==> src/rtl/lane_pipe_arbiter.sv <==
// Four-lane round-robin arbiter feeding one shared two-stage register pipeline.
// A grant in cycle N is delivered in cycle N+2; hold freezes the pipeline and the pointer.
module lane_pipe_arbiter #(
  parameter int W = 8
) (
  input  logic           clk,
  input  logic           rst_n,
  input  logic [3:0]     req,
  input  logic [4*W-1:0] in_data,
  input  logic           hold,
  output logic [3:0]     gnt,
  output logic [3:0]     out_valid,
  output logic [W-1:0]   out_data,
  output logic           busy
);

  logic [1:0]   ptr_q, ptr_d;
  logic         vld_p1_q, vld_p1_d;
  logic [1:0]   tag_p1_q, tag_p1_d;
  logic [W-1:0] data_p1_q, data_p1_d;
  logic         vld_p2_q, vld_p2_d;
  logic [1:0]   tag_p2_q, tag_p2_d;
  logic [W-1:0] data_p2_q, data_p2_d;

  logic         win_vld;
  logic [1:0]   win_tag;
  logic [1:0]   idx;
  logic [W-1:0] win_data;
  logic         gnt_any;

  // Arbitration: scan from the farthest offset down so the lane closest to ptr wins.
  always_comb begin
    win_vld = 1'b0;
    win_tag = 2'd0;
    idx     = 2'd0;
    for (int i = 3; i >= 0; i--) begin
      idx = ptr_q + i[1:0];
      if (req[idx]) begin
        win_vld = 1'b1;
        win_tag = idx;
      end
    end
    win_data = in_data[win_tag*W +: W];
    gnt_any  = rst_n && !hold && win_vld;
    gnt      = gnt_any ? (4'b0001 << win_tag) : 4'b0000;
  end

  always_comb begin
    ptr_d     = ptr_q;
    vld_p1_d  = vld_p1_q;
    tag_p1_d  = tag_p1_q;
    data_p1_d = data_p1_q;
    vld_p2_d  = vld_p2_q;
    tag_p2_d  = tag_p2_q;
    data_p2_d = data_p2_q;
    if (!hold) begin
      // Stage 1: capture the winner (or a bubble)
      vld_p1_d  = gnt_any;
      tag_p1_d  = win_tag;
      data_p1_d = win_data;
      // Stage 2: advance stage 1
      vld_p2_d  = vld_p1_q;
      tag_p2_d  = tag_p1_q;
      data_p2_d = data_p1_q;
      if (gnt_any) ptr_d = win_tag + 2'd1;
    end
  end

  always_ff @(posedge clk) begin
    if (!rst_n) begin
      ptr_q     <= 2'd0;
      vld_p1_q  <= 1'b0;
      tag_p1_q  <= 2'd0;
      data_p1_q <= '0;
      vld_p2_q  <= 1'b0;
      tag_p2_q  <= 2'd0;
      data_p2_q <= '0;
    end else begin
      ptr_q     <= ptr_d;
      vld_p1_q  <= vld_p1_d;
      tag_p1_q  <= tag_p1_d;
      data_p1_q <= data_p1_d;
      vld_p2_q  <= vld_p2_d;
      tag_p2_q  <= tag_p2_d;
      data_p2_q <= data_p2_d;
    end
  end

  // Delivery is suppressed during hold; the entry stays in stage 2 for the next cycle.
  always_comb begin
    out_valid = (vld_p2_q && !hold) ? (4'b0001 << tag_p2_q) : 4'b0000;
    out_data  = (out_valid != 4'b0000) ? data_p2_q : '0;
    busy      = vld_p1_q || vld_p2_q;
  end

endmodule

==> config.mk <==
export PLATFORM = sky130hd
export DESIGN_NAME = lane_pipe_arbiter
export DESIGN_NICKNAME = d
export VERILOG_FILES = /design/src/rtl/lane_pipe_arbiter.sv
export SDC_FILE = /design/constraint.sdc
export NUM_CORES = 1
export LEC_CHECK = 0
export BUFFER_PORTS_ARGS = -buffer_cell sky130_fd_sc_hd__buf_2
export CAP_MARGIN = 25
export CORE_MARGIN = 2
export CORE_UTILIZATION = 41
export DETAILED_ROUTE_END_ITERATION = 7
export PLACE_DENSITY_LB_ADDON = 0.3
export SYNTH_ARGS = -nofsm -noshare
export SYNTH_HDL_FRONTEND = slang
export SYNTH_SLANG_ARGS = --single-unit
==> constraint.sdc <==
create_clock -name clk -period 2.9 [get_ports clk]
set_clock_uncertainty 0.15 [all_clocks]
set_input_delay 0.435 -clock clk [delete_from_list [all_inputs] [get_ports clk]]
set_output_delay 0.435 -clock clk [all_outputs]
set_load 0.02 [all_outputs]
# After elaboration in Yosys (flattened, before gate mapping)
# Cells that the tools add are included.
# word_totals
in_bits,39
mem_bits_ro,0
word_cells,45
ramBits,0
reg_bits,24
mem_count,0
latchBits,0
# op_classes
n_reduce_logical,7
multipliers,0
n_addsub,4
bitwise,1
mux,19
div_mod_pow,0
shift,3
order_cmp,4
eq_ne,0
# op_table
op,count
variable part select 32 x 6 -> 8 bit,1
"less-than comparator 2 x 3 -> 1 bit, second input constant",4
binary-select mux 1 bit (select 2 bit),4
two-way mux 1 bit,8
two-way mux 2 bit,4
two-way mux 4 bit,2
two-way mux 8 bit,1
"<< shifter 1 x 2 -> 4 bit, first input constant",2
"adder 2 x 1 -> 2 bit, second input constant",2
"adder 2 bit, second input constant",2
nonzero test 4 bit,1
logical AND 1 bit,3
AND reduction 2 bit,1
logical NOT 1 bit,1
logical OR 1 bit,1
NOT 1 bit,1

# Longest topological paths before layout
# logic_depth
ltp_word,9
ltp_mapped,6

# Worst setup path before layout
# No wires, ideal clock.
# synth_path
path_kind,input-to-output
from,input port hold
to,output port gnt[3]
setup_slack_ns,0.505
t_arrival_ns,1.810
stages,4
path_buffers,1
path_cell_list,clkbuf_1 nor2b_1 nand2b_1 nor4_1
# synth_between
elab_chain_len,4
# synth_rtl
item,line,rtl
"start, declared",10,"input logic hold,"
logical NOT 1 bit,44,gnt_any = rst_n && !hold && win_vld;
logical AND 1 bit (2 in series),44,
two-way mux 4 bit,45,gnt = gnt_any ? (4'b0001 << win_tag) : 4'b0000;
"end, declared",11,"output logic [3:0] gnt,"
# Every way passes these cells.

# Worst setup path in the final report
# layout_path
from,register ptr_q[1]
to,output port gnt[1]
# layout_between
elab_chain_len,9
word_cells_on_any_way,22
classes_between,add/sub: 3; shift: 1; mux: 17; reduce/logical: 1
# layout_rtl
item,line,rtl
"start, declared",17,"logic [1:0] ptr_q, ptr_d;"
"start signal, assigned",79,ptr_q <= ptr_d;
adder 2 bit,37,idx = ptr_q + i[1:0];
binary-select mux 1 bit (select 2 bit),38,if (req[idx]) begin
two-way mux 1 bit (not written as such),38,
two-way mux 2 bit / two-way mux 1 bit (equally long branches) (4 in series),38,
<< shifter 1 x 2 -> 4 bit / logical AND 1 bit (equally long branches),"45, 44",
two-way mux 4 bit (*),45,
# Every way passes the cells marked *; elsewhere a longest branch is shown, timed or not. The select of a mux whose other input is x is not followed.

==> impl_metrics.json <==
{
  "outcome": "completed",
  "whs_path_depth": 3,
  "drc": 0,
  "die_x_um": 60.2,
  "crit_start": "ptr_q[1]$_SDFFE_PN0P_",
  "routed_wl_um": 2700,
  "maxCapViolations": 0,
  "slew_violations": 0,
  "rows": 20,
  "p_sw_uw": 190,
  "netlist_instances": 136,
  "cts_resized": 0,
  "netSwitchingFraction": 0.270,
  "cts_max_path_buffers": 2,
  "p_total_uw": 703,
  "routed-via-count": 1128,
  "clock_power_share": 0.244,
  "seqPwrFrac": 0.527,
  "crit_type": "reg -> out",
  "ant_nets": 0,
  "ys.warnings.count": 0,
  "layout_common_cells": "buf_2 (55), mux2i_1 (28), dfxtp_1 (24)",
  "gp_congestion": 0.757,
  "hold_viol": 0,
  "area.growth.synth_to_final_pct": 26.4,
  "ys_seq_elements": 24,
  "num_antenna_cells": 0,
  "port_buffers": 55,
  "cp_top_family": "simple AND/OR/NAND/NOR gates",
  "slowest_stage": "dfxtp_1",
  "worstPathBufferInverterCount": 1,
  "via_per_inst": 4.84,
  "syn_nets": 175,
  "clock.fmax_mhz": 422,
  "internal_power_uw": 513,
  "crit_arrival_ps": 1780,
  "drive_above_1_share": 0.360,
  "power.density_nw_per_um2": 429,
  "grt_overflow": 0,
  "reg2reg_depth": 6,
  "gr-usage-all-layers": 0.158,
  "setup_viol": 0,
  "crit_required_ps": 2320,
  "core_um2": 3030,
  "dp.final_hpwl_um": 2110,
  "worst_pin_slew_ps": 536,
  "first_pass_iters": 4,
  "initial_utilization": 0.428,
  "first_iter_violations": 24,
  "insertion_delay_ps": 310,
  "hp-class": "in -> reg",
  "final_nets": 229,
  "fill_cells": 294,
  "seq_area_frac_synth": 0.371,
  "slew_headroom": 0.642,
  "worstSetupStartpointType": "register",
  "cp_slowest_stage_delay_ps": 460,
  "fin_crit_sh": 0.817,
  "final_common_cell": "buf_2",
  "clock-root-buffer": "clkbuf_4",
  "hp-start": "in_data[22]",
  "clock-sinks": 24,
  "path_depth": 5,
  "grt_antenna_before_repair": 0,
  "cts_tree": "built",
  "grt_max_degree": 25,
  "rsz0062_at_grt": "false",
  "ioPinCount": 56,
  "numCtsBuffers": 3,
  "worstPathCellList": "mux2i_1, o22ai_1, nor2_2, and3b_1, buf_2",
  "htree_num_levels": 1,
  "finalSetupTns_ps": 0,
  "syn_avg_cell_area_um2": 9.53,
  "critPathMaxFanout": 6,
  "cp-end-kind": "primary output",
  "die_area_um2": 3630,
  "grt_pass1_wl_um": 4470,
  "post_cts_buffers": 0,
  "p_comb_frac": 0.230,
  "wl_per_cell_um": 11.6,
  "path_clk_slew_ps": 120,
  "ys_types": 33,
  "fin_crit_ps": 2370,
  "ir_worst_vdd_v": 0.000170,
  "reg2reg_from": "ptr_q[1]$_SDFFE_PN0P_",
  "die_h_um": 60.2,
  "leakagePower_nw": 0.784,
  "cts_hold_buf": 0,
  "grt_pass1_vias": 1023,
  "synth_area_um2": 1300
}
-- Yosys cell counts (all sizes together) --
| cell | n | area (um2) |
|---|---|---|
| buf | 4 | 35.0 |
| and3 | 1 | 6.26 |
| o221ai | 8 | 70.1 |
| clkbuf | 5 | 18.8 |
| or2 | 1 | 6.26 |
| inv | 1 | 3.75 |
| nor4 | 2 | 12.5 |
| and3b | 2 | 17.5 |
| nor2 | 2 | 10.0 |
| o22ai | 2 | 18.8 |
| o211a | 1 | 10.0 |
| o21ai | 3 | 15.0 |
| nor3b | 2 | 20.0 |
| nand3 | 9 | 45.0 |
| xnor2 | 1 | 8.76 |
| nand2 | 5 | 21.3 |
| mux2i | 28 | 280 |
| and2 | 10 | 62.6 |
| o21a | 1 | 7.51 |
| nand2b | 3 | 21.3 |
| nor2b | 14 | 87.6 |
| dfxtp | 24 | 480 |
| or2b | 1 | 7.51 |
| a21oi | 4 | 20.0 |
| nor3 | 2 | 10.0 |
-- state kept, by name, indices dropped and copies added, names as in the netlist --
signal / count
data_p1_q: 8
data_p2_q: 8
ptr_q: 2
tag_p1_q: 2
tag_p2_q: 2
vld_p1_q: 1
vld_p2_q: 1
-- logic make-up (layout without fill, tap and decap cells) --
family,after synthesis,after routing,synth area share
compound gates,19,19,0.109
xor+xnor,1,1,0.00676
buf+inv,10,63,0.0444
flops,24,24,0.371
mux,28,28,0.216
simple gates,54,54,0.253
-- final timing paths --
check / to / slack (ps)
max: gnt[1] / 530
min: data_p1_q[6]$_SDFFE_PN0N_ / 270
max reg2reg: data_p1_q[3]$_SDFFE_PN0N_ / 930
min reg2reg: ptr_q[0]$_SDFFE_PN0P_ / 350
-- layout make-up --
type / count / area [um2] / share of cell area
flip-flops and latches: 24 / 480 / 0.293
multi-input cells: 102 / 758 / 0.463
inverters: 1 / 3.75 / 0.00229
clock buffers: 4 / 36.3 / 0.0221
repair buffers: 58 / 305 / 0.186
well taps: 44 / 55.1 / 0.0336
-- through the flow --
step | cell area, um2 | instances | hold WS, ps | util | worst slack, ps
after global routing | 1640 | 233 | 290 | 0.541 | 402
after global placement | 1590 | 228 | 323 | 0.524 | 221
final | 1640 | 233 | 270 | 0.541 | 532
after CTS | 1640 | 233 | 268 | 0.541 | 528
after floorplan | 1300 | 136 | 302 | - | 505
after detailed placement | 1600 | 229 | 338 | 0.529 | 594
-- power by group through the flow --
stage                     Clock [mW]  Sequential, mW  Combinational (mW)
after global routing           0.184           0.373               0.180
after detailed placement           0           0.378               0.162
after floorplan                    0           0.372               0.118
after CTS                      0.175           0.370               0.163
after global placement             0           0.376               0.153
final                          0.172           0.370               0.161
-- tightest hold or removal path, delay by kind of cell --
kind | cells | cell delay (ps)
compound gates | 1 | 130
buf+inv | 1 | 70
mux | 1 | 60
-- metal layers --
metal / GRT usage / vias up / part of all wire
li1: - / 599 / -
met1: 0.216 / 492 / 0.50
met2: 0.259 / 35 / 0.44
met3: 0.0130 / 2 / 0.050
met4: 0.0571 / 0 / 0.0096
met5: 0 / - / 0
(Power assumes the default switching activity.)
